### config.mk
export PLATFORM = sky130hd
export DESIGN_NAME = rv32_mem_arbiter
export DESIGN_NICKNAME = d
export VERILOG_FILES = /design/src/rtl/rv32_mem_arbiter.sv
export SDC_FILE = /design/constraint.sdc
export NUM_CORES = 1
export LEC_CHECK = 0
export BUFFER_PORTS_ARGS = -buffer_cell sky130_fd_sc_hd__buf_2
export CAP_MARGIN = 20
export CORE_MARGIN = 2
export CORE_UTILIZATION = 40
export CTS_BUF_LIST = sky130_fd_sc_hd__clkbuf_4
export CTS_CLUSTER_DIAMETER = 80
export DETAILED_ROUTE_END_ITERATION = 8
export PLACE_DENSITY = 0.68
export SKIP_LAST_GASP = 1
export SYNTH_ARGS = -nofsm -noshare
export SYNTH_HDL_FRONTEND = slang
export SYNTH_SLANG_ARGS = --single-unit
### constraint.sdc
create_clock -name clk -period 6.2 [get_ports clk]
set_clock_uncertainty 0.2 [all_clocks]
set_input_delay 0.62 -clock clk [delete_from_list [all_inputs] [get_ports clk]]
set_output_delay 0.62 -clock clk [all_outputs]
set_load 0.005 [all_outputs]
### src/rtl/rv32_mem_arbiter.sv
// Round-robin arbiter sharing one memory bus between an instruction-fetch port and a
// data load/store port, with one outstanding transaction, response timeout and data range check.
module rv32_mem_arbiter #(
  parameter int unsigned AW               = 32,
  parameter int unsigned DW               = 32,
  parameter int unsigned DATA_MEMORY_BASE = 32'h0000_0400,
  parameter int unsigned DATA_MEMORY_SIZE = 32'd1024,
  parameter int unsigned TIMEOUT          = 32'd15
) (
  input  logic            clk,
  input  logic            reset,
  input  logic            i_req,
  input  logic [AW-1:0]   i_addr,
  output logic            i_gnt,
  output logic            i_rvalid,
  output logic [DW-1:0]   i_rdata,
  output logic            i_err,
  input  logic            d_req,
  input  logic            d_we,
  input  logic [AW-1:0]   d_addr,
  input  logic [DW-1:0]   d_wdata,
  input  logic [DW/8-1:0] d_wstrb,
  output logic            d_gnt,
  output logic            d_rvalid,
  output logic [DW-1:0]   d_rdata,
  output logic            d_err,
  output logic            mem_req,
  output logic            mem_we,
  output logic [AW-1:0]   mem_addr,
  output logic [DW-1:0]   mem_wdata,
  output logic [DW/8-1:0] mem_wstrb,
  input  logic            mem_gnt,
  input  logic            mem_rvalid,
  input  logic [DW-1:0]   mem_rdata,
  output logic            busy
);

  localparam int unsigned SW = DW / 8;

  localparam logic [1:0] ST_IDLE     = 2'd0;
  localparam logic [1:0] ST_WAIT_GNT = 2'd1;
  localparam logic [1:0] ST_WAIT_RSP = 2'd2;
  localparam logic [1:0] ST_ERR_RSP  = 2'd3;

  localparam logic OWN_I = 1'b0;
  localparam logic OWN_D = 1'b1;

  localparam logic [AW:0] BASE_X = (AW+1)'(DATA_MEMORY_BASE);
  localparam logic [AW:0] SIZE_X = (AW+1)'(DATA_MEMORY_SIZE);
  localparam logic [8:0]  TMO_X  = 9'(TIMEOUT);

  logic [1:0]    state_q, state_d;
  logic          owner_q, owner_d;
  logic          last_q, last_d;
  logic [7:0]    cnt_q, cnt_d;
  logic          mem_req_q, mem_req_d;
  logic          mem_we_q, mem_we_d;
  logic [AW-1:0] mem_addr_q, mem_addr_d;
  logic [DW-1:0] mem_wdata_q, mem_wdata_d;
  logic [SW-1:0] mem_wstrb_q, mem_wstrb_d;
  logic          i_rvalid_q, i_rvalid_d;
  logic          i_err_q, i_err_d;
  logic [DW-1:0] i_rdata_q, i_rdata_d;
  logic          d_rvalid_q, d_rvalid_d;
  logic          d_err_q, d_err_d;
  logic [DW-1:0] d_rdata_q, d_rdata_d;

  logic          arb_en_s;
  logic          win_i_s;
  logic          win_d_s;
  logic [AW:0]   d_off_s;
  logic          d_in_range_s;
  logic          tmo_s;

  // Offset computed one bit wider so addresses below the base cannot wrap into range.
  assign d_off_s      = {1'b0, d_addr} - BASE_X;
  assign d_in_range_s = ({1'b0, d_addr} >= BASE_X) && (d_off_s < SIZE_X);

  // ERR_RSP only emits a registered response, so it may arbitrate like IDLE.
  assign arb_en_s = !reset && ((state_q == ST_IDLE) || (state_q == ST_ERR_RSP));
  assign win_d_s  = arb_en_s && d_req && (!i_req || (last_q == OWN_I));
  assign win_i_s  = arb_en_s && i_req && !win_d_s;
  assign tmo_s    = ({1'b0, cnt_q} + 9'd1) >= TMO_X;

  // Next-state, command capture and response generation.
  always_comb begin
    state_d     = state_q;
    owner_d     = owner_q;
    last_d      = last_q;
    cnt_d       = cnt_q;
    mem_req_d   = mem_req_q;
    mem_we_d    = mem_we_q;
    mem_addr_d  = mem_addr_q;
    mem_wdata_d = mem_wdata_q;
    mem_wstrb_d = mem_wstrb_q;
    i_rvalid_d  = 1'b0;
    i_err_d     = 1'b0;
    i_rdata_d   = {DW{1'b0}};
    d_rvalid_d  = 1'b0;
    d_err_d     = 1'b0;
    d_rdata_d   = {DW{1'b0}};
    case (state_q)
      ST_IDLE, ST_ERR_RSP: begin
        if (win_d_s) begin
          owner_d     = OWN_D;
          last_d      = OWN_D;
          mem_we_d    = d_we;
          mem_addr_d  = d_addr;
          mem_wdata_d = d_wdata;
          mem_wstrb_d = d_wstrb;
          if (d_in_range_s) begin
            state_d   = ST_WAIT_GNT;
            mem_req_d = 1'b1;
          end else begin
            state_d    = ST_ERR_RSP;
            d_rvalid_d = 1'b1;
            d_err_d    = 1'b1;
          end
        end else if (win_i_s) begin
          owner_d     = OWN_I;
          last_d      = OWN_I;
          mem_we_d    = 1'b0;
          mem_addr_d  = i_addr;
          mem_wdata_d = {DW{1'b0}};
          mem_wstrb_d = {SW{1'b0}};
          state_d     = ST_WAIT_GNT;
          mem_req_d   = 1'b1;
        end else begin
          state_d = ST_IDLE;
        end
      end
      ST_WAIT_GNT: begin
        if (mem_gnt) begin
          mem_req_d = 1'b0;
          cnt_d     = 8'd0;
          state_d   = ST_WAIT_RSP;
        end else begin
          mem_req_d = 1'b1;
        end
      end
      ST_WAIT_RSP: begin
        if (mem_rvalid) begin
          state_d = ST_IDLE;
          if (owner_q == OWN_D) begin
            d_rvalid_d = 1'b1;
            d_rdata_d  = mem_rdata;
          end else begin
            i_rvalid_d = 1'b1;
            i_rdata_d  = mem_rdata;
          end
        end else if (tmo_s) begin
          state_d = ST_IDLE;
          if (owner_q == OWN_D) begin
            d_rvalid_d = 1'b1;
            d_err_d    = 1'b1;
          end else begin
            i_rvalid_d = 1'b1;
            i_err_d    = 1'b1;
          end
        end else if (cnt_q != 8'hFF) begin
          cnt_d = cnt_q + 8'd1;
        end else begin
          cnt_d = cnt_q;
        end
      end
      default: begin
        state_d = ST_IDLE;
      end
    endcase
  end

  // State and output registers with synchronous reset.
  always_ff @(posedge clk) begin
    if (reset) begin
      state_q     <= ST_IDLE;
      owner_q     <= OWN_I;
      last_q      <= OWN_I;
      cnt_q       <= 8'd0;
      mem_req_q   <= 1'b0;
      mem_we_q    <= 1'b0;
      mem_addr_q  <= {AW{1'b0}};
      mem_wdata_q <= {DW{1'b0}};
      mem_wstrb_q <= {SW{1'b0}};
      i_rvalid_q  <= 1'b0;
      i_err_q     <= 1'b0;
      i_rdata_q   <= {DW{1'b0}};
      d_rvalid_q  <= 1'b0;
      d_err_q     <= 1'b0;
      d_rdata_q   <= {DW{1'b0}};
    end else begin
      state_q     <= state_d;
      owner_q     <= owner_d;
      last_q      <= last_d;
      cnt_q       <= cnt_d;
      mem_req_q   <= mem_req_d;
      mem_we_q    <= mem_we_d;
      mem_addr_q  <= mem_addr_d;
      mem_wdata_q <= mem_wdata_d;
      mem_wstrb_q <= mem_wstrb_d;
      i_rvalid_q  <= i_rvalid_d;
      i_err_q     <= i_err_d;
      i_rdata_q   <= i_rdata_d;
      d_rvalid_q  <= d_rvalid_d;
      d_err_q     <= d_err_d;
      d_rdata_q   <= d_rdata_d;
    end
  end

  assign i_gnt     = win_i_s;
  assign d_gnt     = win_d_s;
  assign i_rvalid  = i_rvalid_q;
  assign i_err     = i_err_q;
  assign i_rdata   = i_rdata_q;
  assign d_rvalid  = d_rvalid_q;
  assign d_err     = d_err_q;
  assign d_rdata   = d_rdata_q;
  assign mem_req   = mem_req_q;
  assign mem_we    = mem_we_q;
  assign mem_addr  = mem_addr_q;
  assign mem_wdata = mem_wdata_q;
  assign mem_wstrb = mem_wstrb_q;
  assign busy      = (state_q != ST_IDLE);

endmodule
==> results.cfg, run 1 <==
[run_status]
status = complete, no violations

[sta]
relSlewSlack = 0.364
setup_ws_ns = 2.20
hold_viol = 0
timing.setup.tns_ns = 0
rsz0062_at_grt = no
finalSetupViolCount = 0
max_freq_ghz = 0.250
period_minus_slack_ns = 4.00
post-route-period-util = 0.645
tightest_slew_ns = 0.952
slew_violations = 0

[synth]
syn_area_um2 = 5310
syn_inst = 510
synth_most_common_cell = dfxtp_1
ys_ff_latch = 149
synth_edf_count = 0
async_reset_ff_frac = 0
netlist_top_cells_count = dfxtp_1, nor2_1, and2_1, a22oi_1, a222oi_1
avgSynthCellArea_um2 = 10.4
synth.distinct_cells = 58
synth_top_area_frac = 0.561
synth_top_flop_cell = dfxtp_1
seq_area_frac_synth = 0.561
yosys_warnings = 0
synth_top_area_cell = dfxtp_1
yosys-top-cells-area = dfxtp_1, and2_1, a222oi_1
synth_nets = 655

[layout]
nNetsFinal = 927
syn_to_final_growth_pct = 35.2
final_util = 0.549
final_cell_area_um2 = 7180
drive_gt1_frac = 0.428

[placed_design]
place_hpwl_um = 10900
place_congestion = 0.896
io_buffers = 279
preCtsSetupSlack_ns = 2.35
placed_area_um2 = 6870

[clock_tree]
cts.clk_slew.worst_paths_ns = 0.14
postCtsSetupBuffers = 0
cts_tree = built
cts_sinks = 149
cts_max_path_buffers = 2
cts_buffers = 17
clk_latency_ns = 0.54
ctsResizeCount = 0
cts_hold_buf = 0
htreeDepth = 4
root_buffer = clkbuf_4

[grt]
grt_use_total = 0.205
grt_max_degree = 88
overflow = 0
antenna_found_initial = 2
grt_pass1_wl_um = 23300
first_global_vias = 4826

[floorplan]
io_pins = 280
die_area_um2 = 14200
die-width_um = 119
core-area_um2 = 13100
die_h_um = 119
fp-row-count = 42
start_util = 0.406

[worst_setup_path]
crit_end = d_gnt
start_kind = register
crit_start = state_q[0]
reg2regPathDepth = 9
worstPathMaxFanout = 38
reg2reg_from = state_q[0]
crit_required_ns = 5.38
cp-end-kind = output pin
r2r_setup_slack_ns = 3.14
criticalPathCategory = register to output pin
reg2reg_to = mem_addr[11]
arrival_ns = 3.18

[drt]
firstDrtPassIters = 8
viasPerCell = 5.09
drcViolationCount = 0
wire_per_inst_um = 15.4
dr.first_iter.drc_count = 430
wl_um = 15000
ant_nets = 0
num_vias = 4955

[min_path]
hp-class = input pin to register

[power]
leakagePower_nw = 3.45
ir_drop_mv = 0.167
power_density_nw_per_um2 = 272

[flow_run]
max_cap_viol_count = 0
==> cell type report <==
type	count	area [um2]
clock inverters	15	183
fillers	1217	5900
well taps	176	220
inverters	10	37.5
repair buffers	285	1440
flip-flops and latches	149	2980
diodes	2	5.00
multi-input cells	319	2190
clock buffers	17	128
==> layout by cell type (no fill, tap or decap), types with 3 or more instances in the layout <==
master      n
xor2_1      3
o31ai_1     3
and2_1     64
inv_6       8
clkbuf_4   17
buf_2     279
or3_1       5
dfxtp_1   149
nand4_1     3
buf_4       6
a21oi_1     9
a22oi_1    37
a211oi_2    3
inv_1      10
nand3_1     7
ha_1        6
nand2_1     6
a222oi_1   32
nor3b_1     7
nor2_1     80
==> logic make-up (layout without fill, tap and decap cells) <==
group	Yosys count	in the layout	synth area share
DFF	149	149	0.561
buffers and inverters	42	327	0.0297
adders and majority gates	6	6	0.0141
AOI/OAI and AO/OA	111	111	0.181
and+or+nand+nor	197	197	0.204
xor gates and xnor gates	4	4	0.00660
muxes	1	1	0.00283
other	0	2	0
==> worst max-delay path: stages, from the launching register on <==
cell,delay (ns)
dfxtp_1,0.38
inv_1,0.08
ha_1,0.34
nor2_1,0.26
nand2_1,0.14
a21oi_4,0.74
buf_4,0.49
buf_2,0.19
==> how the worst min path moves through the flow <==
stage	from	cells after the start	slack, ns	endpoint
6_report	mem_rdata[23]	2	0.07	i_rdata[23]
5_1_grt	mem_rdata[23]	2	0.005	i_rdata[23]
2_1_floorplan	state_q[0]	2	0.27	state_q[0]
3_5_place_dp	mem_wdata[25]	2	0.29	mem_wdata[25]
4_1_cts	mem_rdata[23]	2	0.01	i_rdata[23]
3_3_place_gp	mem_addr[18]	2	0.27	mem_addr[18]
==> report_power, final <==
group | internal [mW] | switching, mW
sequential | 1.00 | 0.0247
clock | 0.258 | 0.378
combinational | 0.130 | 0.155
==> flip-flops by register name (all words and copies together), names as in the netlist, 2 cells and up <==
name	count
mem_addr	32
mem_wdata	32
i_rdata	32
cnt_q	8
d_rdata	32
mem_wstrb	4
state_q	2
==> metrics by stage <==
stage	hold slack (ns)	total power [mW]	cells
finish	0.0709	1.95	973
global route	0.00477	2.05	973
CTS	0.00997	1.97	971
detailed placement	0.285	1.33	939
global placement	0.274	1.32	939
floorplan	0.271	1.20	510
==> layer usage <==
metal  part of all wire  global-route usage  vias up
li1                   -                   -     2391
met2               0.51               0.353      192
met1               0.40               0.233     2338
met3              0.065              0.0642       34
met4              0.028              0.0938        0
met5                  0                   0        -
(Power assumes the default switching activity.)
==> run 2: changes to the inputs <==
- ABC_AREA: unset -> 1
- PLACE_DENSITY: 0.68 -> 0.66
- clock period: 6.2 -> 3.7 ns (I/O delays scaled with it)
==> run 2 against run 1 <==
Via count grew 34%; global-route usage increased by 3.4 points; final cell count is 46% higher; core utilization is 5.9 points higher; combinational power increased to 3.5 times the previous value; clock-buffer cell count increased by 1; hold slack got worse by 0.017 ns; non-clock buffer count increased by 123; highest routed layer is now met5.
==> results.cfg, run 2 <==
[worst_setup_path]
crit_required_ns = 3.13
slowest_delay_ns = 0.50
slowest_stage = nor2_2
path_cells = inv_1 -> ha_1 -> nor2_1 -> nand2_2 -> nor2_2 -> buf_4 -> buf_2
reg2reg_from = state_q[0]
start_kind = register
arrival_ns = 2.69
cp-end-kind = output pin
criticalPathCategory = register to output pin
crit_start = state_q[0]
worstPathMaxFanout = 20

[power]
power_density_nw_per_um2 = 425
leakagePower_nw = 4.84
pwr-share-seq = 0.464
pwr-share-comb = 0.259
ir_drop_mv = 0.219
p_sw_frac = 0.326
power_mw = 3.88
clkPwrFrac = 0.277
power_switching_mw = 1.27
p_int_mw = 2.61

[layout]
syn_to_final_growth_pct = 50.4
stdcell_count = 1423
final_common_cell = buf_2
drive_gt1_frac = 0.280
final_util = 0.608
final_cell_area_um2 = 9130
nNetsFinal = 1366
mostFrequentLayoutCells = buf_2, nand2_1, dfxtp_1, dlygate4sd3_1, nor2_1

[clock_tree]
cts_sinks = 149
cts_tree = built
cts_max_path_buffers = 2
ctsResizeCount = 0
clk_latency_ns = 0.54
cts.clk_slew.worst_paths_ns = 0.14
root_buffer = clkbuf_4
postCtsSetupBuffers = 0
cts_buffers = 17
htreeDepth = 4

[flow_run]
max_cap_viol_count = 0

[drt]
ant_nets = 0
wl_um = 19800
wire_per_inst_um = 13.9
num_vias = 6645
firstDrtPassIters = 7
drcViolationCount = 0
dr.first_iter.drc_count = 382
viasPerCell = 4.67

[synth]
syn_inst = 834
syn_area_um2 = 6070
yosys_warnings = 0
synth_edf_count = 0
netlist_top_cells_count = nand2_1, dfxtp_1, nor2_1, inv_1, nand3_1
synth.distinct_cells = 27
avgSynthCellArea_um2 = 7.28
seq_area_frac_synth = 0.491
synth_top_area_cell = dfxtp_1
synth_nets = 979
synth_most_common_cell = nand2_1
yosys-top-cells-area = dfxtp_1, nand2_1, nand3_1
async_reset_ff_frac = 0
synth_top_area_frac = 0.491
synth_top_flop_cell = dfxtp_1
ys_ff_latch = 149

[placed_design]
place_hpwl_um = 12600
io_buffers = 279
preCtsSetupSlack_ns = 1.02
dpl.cell_count = 1268
place_congestion = 0.929
placed_area_um2 = 7610

[sta]
relSlewSlack = 0.383
setup_ws_ns = 0.438
slew_violations = 0
hold_viol = 0
rsz0062_at_grt = no
timing.setup.tns_ns = 0
post-route-period-util = 0.882
finalSetupViolCount = 0
hold_slack_ns = 0.0537
max_freq_ghz = 0.307
period_minus_slack_ns = 3.26
tightest_slew_ns = 0.925

[min_path]
hp-class = input pin to register
hold_start = d_addr[12]

[grt]
overflow = 0
grt_max_degree = 91
grt_use_total = 0.240
first_global_vias = 6370
antenna_found_initial = 2
grt_pass1_wl_um = 31100

[floorplan]
start_util = 0.404
fp-row-count = 45
die_h_um = 127
core-area_um2 = 15000
die-width_um = 127
io_pins = 280
die_area_um2 = 16200

[run_status]
status = complete, no violations
## run 2: cell type report
| cell class | count | area [um2] |
|---|---|---|
| Tap cell | 188 | 235 |
| Clock buffer | 18 | 135 |
| Sequential cell | 149 | 2980 |
| Fill cell | 1356 | 5900 |
| Inverter | 109 | 409 |
| Antenna cell | 1 | 2.50 |
| Timing Repair Buffer | 408 | 2680 |
| Clock inverter | 14 | 164 |
| Multi-Input combinational cell | 536 | 2530 |
## run 2: critical path: cells and delay by family, from the launching register on
family	cells	cell delay, ns
simple gates	3	0.84
fa+ha+maj	1	0.32
flops	1	0.36
buf+inv	3	0.61
## run 2: power by group through the flow
stage	logic, mW	clock network, mW	registers (mW)
floorplan	0.493	0	1.84
global placement	0.830	0	1.83
detailed placement	0.835	0	1.83
CTS	0.996	1.11	1.80
global route	1.12	1.18	1.82
finish	1.00	1.08	1.80
## run 2: timing repair
| action | in CTS | in global routing |
|---|---|---|
| setup endpoints to repair | 0 | 0 |
| hold endpoints to repair | 137 | 0 |
| hold buffers | 121 | 0 |
## run 2: per-layer routing
layer | track usage | up-vias | wire length, um
met3 | 0.0603 | 42 | 1180
met4 | 0.105 | 2 | 638
met5 | 0 | - | 13
met1 | 0.288 | 2984 | 8340
met2 | 0.407 | 224 | 9620
li1 | - | 3393 | -
## run 2: cells by family (layout without fill, tap and decap cells)
group	count (synthesis)	count (layout)	share of synthesized area
AOI/OAI and AO/OA	79	79	0.0764
xor gates and xnor gates	6	6	0.00865
adders and majority gates	6	6	0.0124
buffers and inverters	149	549	0.0946
DFF	149	149	0.491
other	0	1	0
and+or+nand+nor	445	445	0.317
## run 2: final timing paths
path,slack (ns),end,depth (start not counted)
hold / removal,0.05,mem_addr[12],5
setup reg to reg,0.62,mem_addr[21],11
setup / recovery,0.44,i_gnt,7
hold reg to reg,0.29,mem_wdata[6],2
